===== config.mk =====
export PLATFORM = sky130hd
export DESIGN_NAME = button_event_decoder
export DESIGN_NICKNAME = d
export VERILOG_FILES = /design/src/rtl/btn_event_pkg.sv /design/src/rtl/button_event_decoder_edge_detect.sv /design/src/rtl/button_event_decoder.sv
export SDC_FILE = /design/constraint.sdc
export NUM_CORES = 1
export LEC_CHECK = 0
export CAP_MARGIN = 20
export CORE_ASPECT_RATIO = 0.5
export CORE_MARGIN = 2
export CORE_UTILIZATION = 46
export CTS_CLUSTER_SIZE = 16
export DETAILED_ROUTE_END_ITERATION = 8
export GPL_ROUTABILITY_DRIVEN = 0
export PLACE_DENSITY_LB_ADDON = 0.2
export SLEW_MARGIN = 20
export SYNTH_ARGS = -nofsm -noshare
export SYNTH_HDL_FRONTEND = slang
export SYNTH_SLANG_ARGS = --single-unit

===== constraint.sdc =====
create_clock -name clk -period 4.3 [get_ports clk]
set_input_delay 0.86 -clock clk [delete_from_list [all_inputs] [get_ports clk]]
set_output_delay 0.86 -clock clk [all_outputs]
set_load 0.005 [all_outputs]

===== src/rtl/btn_event_pkg.sv =====
// Shared types for the button event decoder: FSM state encoding and the
// registered event-pulse vector.
package btn_event_pkg;

    typedef enum logic [2:0] {
        IDLE         = 3'd0,
        PRESSED      = 3'd1,
        LONG_HELD    = 3'd2,
        WAIT_GAP     = 3'd3,
        SECOND_PRESS = 3'd4
    } btn_state_t;

    typedef struct packed {
        logic press;
        logic rls;
        logic shrt;
        logic lng;
        logic dbl;
    } btn_events_t;

    function automatic int unsigned max_u(input int unsigned a, input int unsigned b);
        return (a > b) ? a : b;
    endfunction

endpackage


===== src/rtl/button_event_decoder_edge_detect.sv =====
// Registers the debounced button level and derives single-sample rise/fall
// strobes from the current sample and the previous one.
module edge_detect (
    input  logic clk,
    input  logic rst,
    input  logic i_btn,
    output logic o_btn_q,
    output logic o_rise,
    output logic o_fall
);

    logic r_btn_q;

    // NOTE: state registers use non-blocking assignments so every flop samples pre-edge values.
    always_ff @(posedge clk) begin
        if (rst) begin
            r_btn_q <= 1'b0;
        end else begin
            r_btn_q <= i_btn;
        end
    end

    assign o_btn_q = r_btn_q;
    assign o_rise  = i_btn & ~r_btn_q;
    assign o_fall  = ~i_btn & r_btn_q;

endmodule


===== src/rtl/button_event_decoder.sv =====
// Turns a debounced button level into registered one-cycle press/release/short/
// long/double-click events. Double-click support is built when BTN_DOUBLE_CLICK_EN is defined.
module button_event_decoder
    import btn_event_pkg::*;
#(
    parameter int unsigned LONG_CLKS = 50_000_000,
    parameter int unsigned GAP_CLKS  = 12_500_000
) (
    input  logic clk,
    input  logic rst,
    input  logic btn_in,
    output logic press_pulse,
    output logic release_pulse,
    output logic short_press,
    output logic long_press,
    output logic double_click,
    output logic btn_level
);

`ifdef BTN_DOUBLE_CLICK_EN
    localparam int unsigned CNT_W = $clog2(max_u(LONG_CLKS, GAP_CLKS) + 1);
    localparam logic [CNT_W-1:0] GAP_LAST = CNT_W'(GAP_CLKS - 1);
`else
    localparam int unsigned CNT_W = $clog2(LONG_CLKS + 1);
`endif
    localparam logic [CNT_W-1:0] LONG_LAST = CNT_W'(LONG_CLKS - 1);

    if (LONG_CLKS < 2 || GAP_CLKS < 2) begin : g_bad_params
        $error("button_event_decoder: LONG_CLKS and GAP_CLKS must both be >= 2");
    end

    logic w_btn_q;
    logic w_rise;
    logic w_fall;

    edge_detect u_edge_detect (
        .clk     (clk),
        .rst     (rst),
        .i_btn   (btn_in),
        .o_btn_q (w_btn_q),
        .o_rise  (w_rise),
        .o_fall  (w_fall)
    );

    btn_state_t       r_state, w_state_nxt;
    logic [CNT_W-1:0] r_cnt, w_cnt_nxt, w_cnt_inc;
    btn_events_t      r_evt, w_evt_nxt;

    assign w_cnt_inc = (r_cnt == '1) ? r_cnt : r_cnt + 1'b1;

    // The cycle that samples the LONG_CLKS-th high level is the one where cnt still reads LONG_CLKS-1.
    // NOTE: every always_comb output gets a default first so no path can infer a latch.
    always_comb begin
        w_state_nxt = r_state;
        w_cnt_nxt   = r_cnt;
        w_evt_nxt   = '0;
        case (r_state)
            IDLE: begin
                if (w_rise) begin
                    w_state_nxt     = PRESSED;
                    w_cnt_nxt       = CNT_W'(1);
                    w_evt_nxt.press = 1'b1;
                end
            end
            PRESSED: begin
                if (w_fall) begin
                    w_evt_nxt.rls = 1'b1;
`ifdef BTN_DOUBLE_CLICK_EN
                    w_state_nxt   = WAIT_GAP;
                    w_cnt_nxt     = CNT_W'(1);
`else
                    w_evt_nxt.shrt = 1'b1;
                    w_state_nxt    = IDLE;
                    w_cnt_nxt      = '0;
`endif
                end else if (btn_in && r_cnt == LONG_LAST) begin
                    w_evt_nxt.lng = 1'b1;
                    w_state_nxt   = LONG_HELD;
                end else begin
                    w_cnt_nxt = w_cnt_inc;
                end
            end
            LONG_HELD: begin
                if (w_fall) begin
                    w_evt_nxt.rls = 1'b1;
                    w_state_nxt   = IDLE;
                    w_cnt_nxt     = '0;
                end
            end
`ifdef BTN_DOUBLE_CLICK_EN
            WAIT_GAP: begin
                // A rise on the expiry edge wins: expiry needs a low sample.
                if (w_rise) begin
                    w_evt_nxt.press = 1'b1;
                    w_state_nxt     = SECOND_PRESS;
                    w_cnt_nxt       = CNT_W'(1);
                end else if (r_cnt == GAP_LAST) begin
                    w_evt_nxt.shrt = 1'b1;
                    w_state_nxt    = IDLE;
                    w_cnt_nxt      = '0;
                end else begin
                    w_cnt_nxt = w_cnt_inc;
                end
            end
            SECOND_PRESS: begin
                if (w_fall) begin
                    w_evt_nxt.rls = 1'b1;
                    w_evt_nxt.dbl = 1'b1;
                    w_state_nxt   = IDLE;
                    w_cnt_nxt     = '0;
                end else if (btn_in && r_cnt == LONG_LAST) begin
                    w_evt_nxt.lng = 1'b1;
                    w_state_nxt   = LONG_HELD;
                end else begin
                    w_cnt_nxt = w_cnt_inc;
                end
            end
`endif
            default: begin
                w_state_nxt = IDLE;
                w_cnt_nxt   = '0;
            end
        endcase
    end

    always_ff @(posedge clk) begin
        if (rst) begin
            r_state <= IDLE;
            r_cnt   <= '0;
            r_evt   <= '0;
        end else begin
            r_state <= w_state_nxt;
            r_cnt   <= w_cnt_nxt;
            r_evt   <= w_evt_nxt;
        end
    end

    assign press_pulse   = r_evt.press;
    assign release_pulse = r_evt.rls;
    assign short_press   = r_evt.shrt;
    assign long_press    = r_evt.lng;
    assign double_click  = r_evt.dbl;
    assign btn_level     = w_btn_q;

endmodule


==> qor.txt <==
Outcome - finished clean
Post-CTS Resized - 0
Crit path launch type - primary input
Die Width - 94.2 um
DP Worst Slack - 1.04 ns
Fin Hold WS - 0.494 ns
Die extent in y - 49.1 um
Most frequent cells in the layout - 33 x dfxtp_1, 19 x o21ai_0, 18 x nor2_1, 18 x a21oi_1, 17 x nand2_1
GRT Util Overall - 22.1%
Peak supply drop - 0.000225 V
Initial Utilization - 47.9%
Share of cells above drive strength 1 - 9.21%
PwrDens - 322 mW/mm^2
Slack of the critical path - 1.28 ns
Sequential cell area - 661 um^2
Sequential fraction of the synthesis area - 35.3%
Final ANT Viol Nets - 0
Max Slew Vio Count - 0
CTS max path bufs - 2
Clock Root Buffer - clkbuf_8
Hold Path Class - flip-flop to flip-flop
Pleak - 0.711 nW
Power Total - 0.666 mW
Reg2reg path depth - 7
RSZ-0062 raised after global routing - false
CP max stage delay - 0.62 ns
Fin area - 0.00207 mm^2
Core area - 0.00390 mm^2
Avg Synthesized Cell Area - 8.07 um^2
CTS H-tree depth - 2
I/O pins - 9
Max FO, Critical Path - 12
CTS tree - yes
Synth area leader - dfxtp_1
Setup bufs post-CTS - 0
Ranking of synthesized cells by area - dfxtp_1 35%, o21ai_0 5.1%, a21oi_1 4.8%
Filler cells - 361
Worst-path clk slew - 0.07 ns
Max transition margin - 45.8%
Number of global-route vias before repair - 1,643
Site Rows - 16
Final hold vios - 0
Largest net degree at the start of global routing - 19
Slowest cell on the critical path - clkdlybuf4s50_1
Final setup fails - 0
Yosys top cell area share - 35.3%
Worst Path Class, Setup - primary input to flip-flop
Final nets - 245
First-pass GRT wire length - 7890 um
Fin Clk Skew - 0.00333 ns
Clock latency on the worst-skew pair - 0.29 ns
Setup TNS - 0 ns
Grt ovf - 0
Synth unique cells - 48
DR WL/cell - 15.9 um
Cts bufs inserted - 5
Synth Register Bits - 33
Most common cell after layout, fill and taps aside - dfxtp_1
Initial antenna violation count - 0
# DRC - 0
Net count of the mapped netlist - 239
Critical Path RT - 4.54 ns
Synthesized cell area - 0.00187 mm^2
Worst slew pin tran - 0.808 ns
DRT Pass-1 Iters - 5
Post-route minimum period - 3.02 ns
Die area - 0.00463 mm^2
CP Data Arrival Time - 3.25 ns
Via/cell ratio - 6.05
Multi-input gate area - 0.00113 mm^2
CTS Sinks - 33
N_diodes - 0
Syn. warnings - 0
Critical-path cell list - clkdlybuf4s50_1 -> nand2b_1 -> nor2_1 -> nand2_1 -> or4_1 -> nand3_1
Max cap viols - 0
Period utilization - 70.1%
Port buffer count - 7
Hold bufs inserted after CTS - 0
Via count - 1,772
Initial DRC count - 148
DP Area - 0.00197 mm^2
Area delta synth->final - 10.4%
Max Freq - 332 MHz
Setup crit end kind - flip-flop
Post-Syn Instances - 232
Hold-critical path depth - 1
WL final - 4670 um
Dpl hpwl - 3290 um
## routing by layer
| metal | global-route usage, % | vias to the layer above | routed length (um) |
|---|---|---|---|
| met5 | 0 | - | 0 |
| met4 | 7.97 | 0 | 63 |
| met1 | 33.5 | 833 | 2400 |
| li1 | - | 883 | - |
| met3 | 5.26 | 8 | 237 |
| met2 | 30.0 | 48 | 1970 |
## final timing paths
kind                                        startpoint  slack, ns                      to
worst min-delay path            r_cnt[24]$_SDFFE_PP0P_       0.49  r_cnt[24]$_SDFFE_PP0P_
worst max-delay path                               rst       1.28   r_cnt[9]$_SDFFE_PP0P_
worst max register to register   r_cnt[0]$_SDFFE_PP0P_       1.86  r_cnt[25]$_SDFFE_PP0P_
worst min register to register  r_cnt[24]$_SDFFE_PP0P_       0.49  r_cnt[24]$_SDFFE_PP0P_
## registers in the layout, summed over array words and instances (netlist names)
name and flops:
release_pulse 1, long_press 1, r_cnt 26, press_pulse 1, r_state 2, short_press 1, u_edge_detect.o_btn_q 1
## synthesized netlist by cell type (all sizes together)
| library cell | count |
|---|---|
| o21ai | 27 |
| dfxtp | 33 |
| o21a | 2 |
| inv | 4 |
| and2b | 1 |
| and2 | 6 |
| conb | 1 |
| nor4 | 4 |
| a32oi | 1 |
| nor3 | 4 |
| or4 | 1 |
| ha | 4 |
| a21o | 1 |
| a21oi | 18 |
| clkbuf | 3 |
| and3b | 1 |
| nor2 | 18 |
| nand4 | 12 |
| nand2 | 17 |
| a22o | 1 |
| mux2i | 2 |
| buf | 8 |
| nor2b | 2 |
| nor3b | 2 |
| o22ai | 1 |
| nand3b | 2 |
| a31oi | 8 |
| nor4b | 3 |
| o2111a | 1 |
| and4 | 4 |
| nand3 | 14 |
| a41oi | 2 |
| nand2b | 5 |
| and3 | 6 |
| o21ba | 2 |
| o211ai | 1 |
| or3 | 2 |
| o31ai | 7 |
| or3b | 1 |
## worst max-delay path: cells and delay by family
kind / cells / cell delay [ns]
simple gates: 5 / 1.76
buf+inv: 1 / 0.62
## layout make-up
cell class	instances	share of cell area [%]
tap	54	3.27
inverter	4	0.726
sequential	33	32.0
clock buffer	7	4.66
clock inverter	1	0.242
multi-input combinational	184	54.7
timing repair buffer	10	4.48
## report_power, final
part	switching [mW]	leakage, nW	internal (mW)	total [mW]
registers	0.00490	0.267	0.311	0.316
clock network	0.120	0.0542	0.145	0.264
logic	0.0549	0.391	0.0304	0.0853
## cells by family after synthesis
family	synth area share [%]
AO/OA/AOI/OAI	23.6
AND/OR/NAND/NOR	32.8
flip-flops	35.3
other	0.200
adder cells (fa/ha/maj)	2.67
buffers and inverters	4.34
multiplexers	1.07
## metrics by stage
step                      instances  util, %
after floorplan                 232        -
after global placement          285     50.4
after detailed placement        285     50.4
after CTS                       293     52.9
after global routing            293     52.9
final                           293     52.9
Note: power is estimated with default switching activity, not from simulation.
==> patch 1, RTL diff (config.mk and constraints unchanged) <==
Set the parameter `LONG_CLKS` to 12_500_000 (it was 50_000_000).
--- a/src/rtl/button_event_decoder.sv
+++ b/src/rtl/button_event_decoder.sv
@@ -3,7 +3,7 @@
 module button_event_decoder
     import btn_event_pkg::*;
 #(
-    parameter int unsigned LONG_CLKS = 50_000_000,
+    parameter int unsigned LONG_CLKS = 12_500_000,
     parameter int unsigned GAP_CLKS  = 12_500_000
 ) (
     input  logic clk,
Behaviour: no difference found for any inputs over 10 cycles, from zero or initial values and one cycle with rst high; that may be too few to reach the edited logic, so the function may still have changed.
==> patch 1 against the original RTL <==
Setup slack improved by 0.35 ns; non-clock buffer count is 1 lower; design area fell by 1.3%; die area is 3.3% lower; sequential cell count decreased by 2; synthesized area shrank 3.5%; wire length down 2.0%; total power rose by 2.9%.
==> patch 1: results (changes against the original RTL) <==
[outcome]
outcome = completed  ; unchanged

[yosys]
netlist_top_cells_area = sky130_fd_sc_hd__dfxtp_1 (34%), sky130_fd_sc_hd__a21oi_1 (5.0%), sky130_fd_sc_hd__nor2_1 (5.0%), sky130_fd_sc_hd__nand2_1 (3.5%), sky130_fd_sc_hd__a31oi_1 (2.8%)  ; was sky130_fd_sc_hd__dfxtp_1 (35%), sky130_fd_sc_hd__o21ai_0 (5.1%), sky130_fd_sc_hd__a21oi_1 (4.8%), sky130_fd_sc_hd__nand4_1 (3.7%), sky130_fd_sc_hd__nor2_1 (3.6%)
yosys.area_share.adder_pct = 2.77  ; was 2.67%
multiplexer_share_of_the_synthesized_area_pct = 1.66  ; was 1.07%
ys_types = 53  ; was 48
ys_seq_area_share_pct = 34.4  ; was 35.3%
synth_compound_gate_area_share_pct = 19.0  ; was 23.6%
synth_common_cells = sky130_fd_sc_hd__dfxtp_1 (31), sky130_fd_sc_hd__nor2_1 (24), sky130_fd_sc_hd__a21oi_1 (18)  ; was sky130_fd_sc_hd__dfxtp_1 (33), sky130_fd_sc_hd__o21ai_0 (19), sky130_fd_sc_hd__a21oi_1 (18), sky130_fd_sc_hd__nor2_1 (18), sky130_fd_sc_hd__nand2_1 (17)
postSynthAreaPerCell_sq_um = 8.13  ; was 8.07 sq um

[timing]
worstMarginPinSlew_ns = 0.782  ; was 0.808 ns
timing.final.crit_period_ns = 2.66  ; was 3.02 ns
fin_worst_skew_ns = 0.00649  ; was 0.00333 ns

[pwr]
cellPowerDensity_nw_per_um2 = 336  ; was 322 nW/um^2
sequentialPowerShare_pct = 43.6  ; was 47.5%
sw_frac_of_total_pct = 27.6  ; was 27.0%
vdd.ir_drop.worst_mv = 0.194  ; was 0.225 mV
leakage_uw = 0.000666  ; was 0.000711 uW
comb-power_uw = 93.5  ; was 85.3 uW

[detailed_routing]
drt-initial-drc-count = 170  ; was 148
totalWireLength_microns = 4570  ; was 4670 microns
via_per_inst = 6.17  ; was 6.05

[worst_setup_path]
crit_arrival_ns = 2.85  ; was 3.25 ns
crit_path_max_fanout = 11  ; was 12
critPathLaunch = btn_in  ; was rst

[place]
dp_hpwl_microns = 3330  ; was 3290 microns
dp_worst_setup_slack_ns = 1.35  ; was 1.04 ns
area_after_dpl_sq_um = 1930  ; was 1970 sq um
place.detailed.instances = 278  ; was 285

[grt]
vias_in_the_first_global_route = 1565  ; was 1643

[cells_and_area]
fillerInstances = 357  ; was 361
number_of_nets_in_the_layout = 238  ; was 245

[worst_hold_path]
hold_path_startpoint = r_cnt[13]$_SDFFE_PP0P_  ; was r_cnt[24]$_SDFFE_PP0P_
timing.hold.worst_endpoint = r_cnt[13]$_SDFFE_PP0P_  ; was r_cnt[24]$_SDFFE_PP0P_

[patch 1: cell types whose count changed in the layout (fill, tap and decap cells not counted), sizes merged, moves of 3 or more]
cell,change
nor3,+6
inv,+4
and2,-3
a311oi,+4
o21ai,-18
nand4,-3
o31ai,-3
nor2,+6
[patch 1: layer usage]
metal,up-vias,wire length [microns],global-route usage (%)
li1,856,-,-
met1,840,2220,32.1
met2,63,1990,33.0
met3,7,320,5.30
met4,0,49,5.72
met5,-,0,0
[patch 1: area by class of cell]
type / instances / area (sq um) / area share [%]
clock inverters: 3 / 43.8 / 2.15
inverters: 8 / 30.0 / 1.47
flip-flops and latches: 31 / 621 / 30.4
well taps: 54 / 67.6 / 3.31
clock buffers: 5 / 68.8 / 3.37
repair buffers: 9 / 85.1 / 4.17
multi-input cells: 176 / 1120 / 55.1
==> patch 2, RTL diff (same flow settings) <==
Without the edit above. Register the outputs `press_pulse`, `release_pulse`, `short_press`, `long_press`, `double_click` and `btn_level`, cleared by the reset; this adds one clock of latency there.
--- a/src/rtl/button_event_decoder.sv
+++ b/src/rtl/button_event_decoder.sv
@@ -135,12 +135,23 @@
         end
     end
 
-    assign press_pulse   = r_evt.press;
-    assign release_pulse = r_evt.rls;
-    assign short_press   = r_evt.shrt;
-    assign long_press    = r_evt.lng;
-    assign double_click  = r_evt.dbl;
-    assign btn_level     = w_btn_q;
+    always_ff @(posedge clk) begin
+        if (rst) begin
+            press_pulse   <= '0;
+            release_pulse <= '0;
+            short_press   <= '0;
+            long_press    <= '0;
+            double_click  <= '0;
+            btn_level     <= '0;
+        end else begin
+            press_pulse   <= r_evt.press;
+            release_pulse <= r_evt.rls;
+            short_press   <= r_evt.shrt;
+            long_press    <= r_evt.lng;
+            double_click  <= r_evt.dbl;
+            btn_level     <= w_btn_q;
+        end
+    end
 
 endmodule
 
Check against the original RTL: not equivalent (a bounded check fails within 4 cycles, from zero or initial values and one cycle with rst high).
==> patch 2 against the original RTL <==
Wire length increased by 11%; synthesized area increased by 14%; hold slack got worse by 0.055 ns; global-route usage decreased by 0.60 points; critical path type unchanged; total power increased by 33%; first-iteration DRC count increased by 33%; setup slack improved by 0.097 ns; largest cell class unchanged; sequential cell count increased by 5; design area increased by 14%.
==> patch 2: results (changes against the original RTL) <==
[outcome]
outcome = completed  ; unchanged

[detailed_routing]
via_count = 1938  ; was 1772
met3_length_microns = 317  ; was 237 microns
drt-initial-drc-count = 197  ; was 148
firstDrtPassIters = 4  ; was 5
met1_length_microns = 2510  ; was 2400 microns
wl_met2_microns = 2250  ; was 1970 microns
route.detailed.wl_per_inst_microns = 16.7  ; was 15.9 microns

[grt]
pin_count_of_the_biggest_net_entering_global_routing = 22  ; was 19
grt_first_pass_wirelength_microns = 8610  ; was 7890 microns
use_met2_pct = 35.1  ; was 30.0%
met1_usage_pct = 28.6  ; was 33.5%
use_met3_pct = 4.80  ; was 5.26%
vias_in_the_first_global_route = 1753  ; was 1643

[pwr]
sequentialPowerShare_pct = 41.6  ; was 47.5%
cellInternalPower_uw = 658  ; was 486 uW
p_comb_share_pct = 16.1  ; was 12.8%
sw_frac_of_total_pct = 25.8  ; was 27.0%
vdd.ir_drop.worst_mv = 0.197  ; was 0.225 mV

[worst_setup_path]
crit_arrival_ns = 3.11  ; was 3.25 ns
critical_path.slowest_cell = sky130_fd_sc_hd__o21ai_2  ; was sky130_fd_sc_hd__clkdlybuf4s50_1
worst-r2r-cell-count = 6  ; was 7

[yosys]
synth_common_cells = sky130_fd_sc_hd__dfxtp_1 (38), sky130_fd_sc_hd__nand2_1 (35), sky130_fd_sc_hd__nand4_1 (18)  ; was sky130_fd_sc_hd__dfxtp_1 (33), sky130_fd_sc_hd__o21ai_0 (19), sky130_fd_sc_hd__a21oi_1 (18), sky130_fd_sc_hd__nor2_1 (18), sky130_fd_sc_hd__nand2_1 (17)
postSynthAreaPerCell_sq_um = 8.59  ; was 8.07 sq um
netlist_top_cells_area = sky130_fd_sc_hd__dfxtp_1 (36%), sky130_fd_sc_hd__nand2_1 (6.1%), sky130_fd_sc_hd__nand4_1 (5.3%), sky130_fd_sc_hd__mux2i_1 (5.1%), sky130_fd_sc_hd__or2_2 (3.5%)  ; was sky130_fd_sc_hd__dfxtp_1 (35%), sky130_fd_sc_hd__o21ai_0 (5.1%), sky130_fd_sc_hd__a21oi_1 (4.8%), sky130_fd_sc_hd__nand4_1 (3.7%), sky130_fd_sc_hd__nor2_1 (3.6%)
ys_types = 54  ; was 48
ys_seq_area_share_pct = 35.6  ; was 35.3%

[place]
area_after_dpl_sq_um = 2220  ; was 1970 sq um
dp_hpwl_microns = 3580  ; was 3290 microns
dp_worst_setup_slack_ns = 1.14  ; was 1.04 ns

[cells_and_area]
drive_above_1_share_pct = 13.9  ; was 9.21%
number_of_nets_in_the_layout = 258  ; was 245
fillerInstances = 424  ; was 361

[timing]
fin_worst_skew_ns = 0.00781  ; was 0.00333 ns

==> patch 2: changes by cell type after synthesis, moves of 5 or more <==
| cell | delta |
|---|---|
| sky130_fd_sc_hd__o21ai_0 | -17 |
| sky130_fd_sc_hd__and2_1 | -5 |
| sky130_fd_sc_hd__a21oi_1 | -13 |
| sky130_fd_sc_hd__or2_2 | +12 |
| sky130_fd_sc_hd__nand4_1 | +7 |
| sky130_fd_sc_hd__dfxtp_1 | +5 |
| sky130_fd_sc_hd__nand2b_1 | -5 |
| sky130_fd_sc_hd__o21ai_1 | -6 |
| sky130_fd_sc_hd__nand2_1 | +18 |
| sky130_fd_sc_hd__mux2i_1 | +9 |
==> patch 2: worst paths after layout <==
kind | start | end | slack [ns]
setup reg to reg | r_cnt[0]$_SDFFE_PP0P_ | r_cnt[0]$_SDFFE_PP0P_ | 1.87
hold reg to reg | r_evt[3]$_SDFF_PP0_ | release_pulse$_SDFF_PP0_ | 0.44
hold / removal | r_evt[3]$_SDFF_PP0_ | release_pulse$_SDFF_PP0_ | 0.44
setup / recovery | btn_in | r_cnt[3]$_SDFFE_PP0P_ | 1.38
==> patch 2: area by class of cell <==
cell class	count	area (sq um)	area share, %
inverter	4	15.0	0.636
tap	57	71.3	3.02
multi-input combinational	193	1290	54.5
clock buffer	6	82.6	3.50
clock inverter	2	60.1	2.54
sequential	38	761	32.2
timing repair buffer	9	85.1	3.60
==> patch 2: cells by family after synthesis <==
logic type | after synthesis | share of synthesized area (%)
flip-flops | 38 | 35.6
AO/OA/AOI/OAI | 41 | 16.5
multiplexers | 11 | 5.15
other | 1 | 0.175
AND/OR/NAND/NOR | 136 | 36.0
adder cells (fa/ha/maj) | 4 | 2.34
buffers and inverters | 18 | 4.33
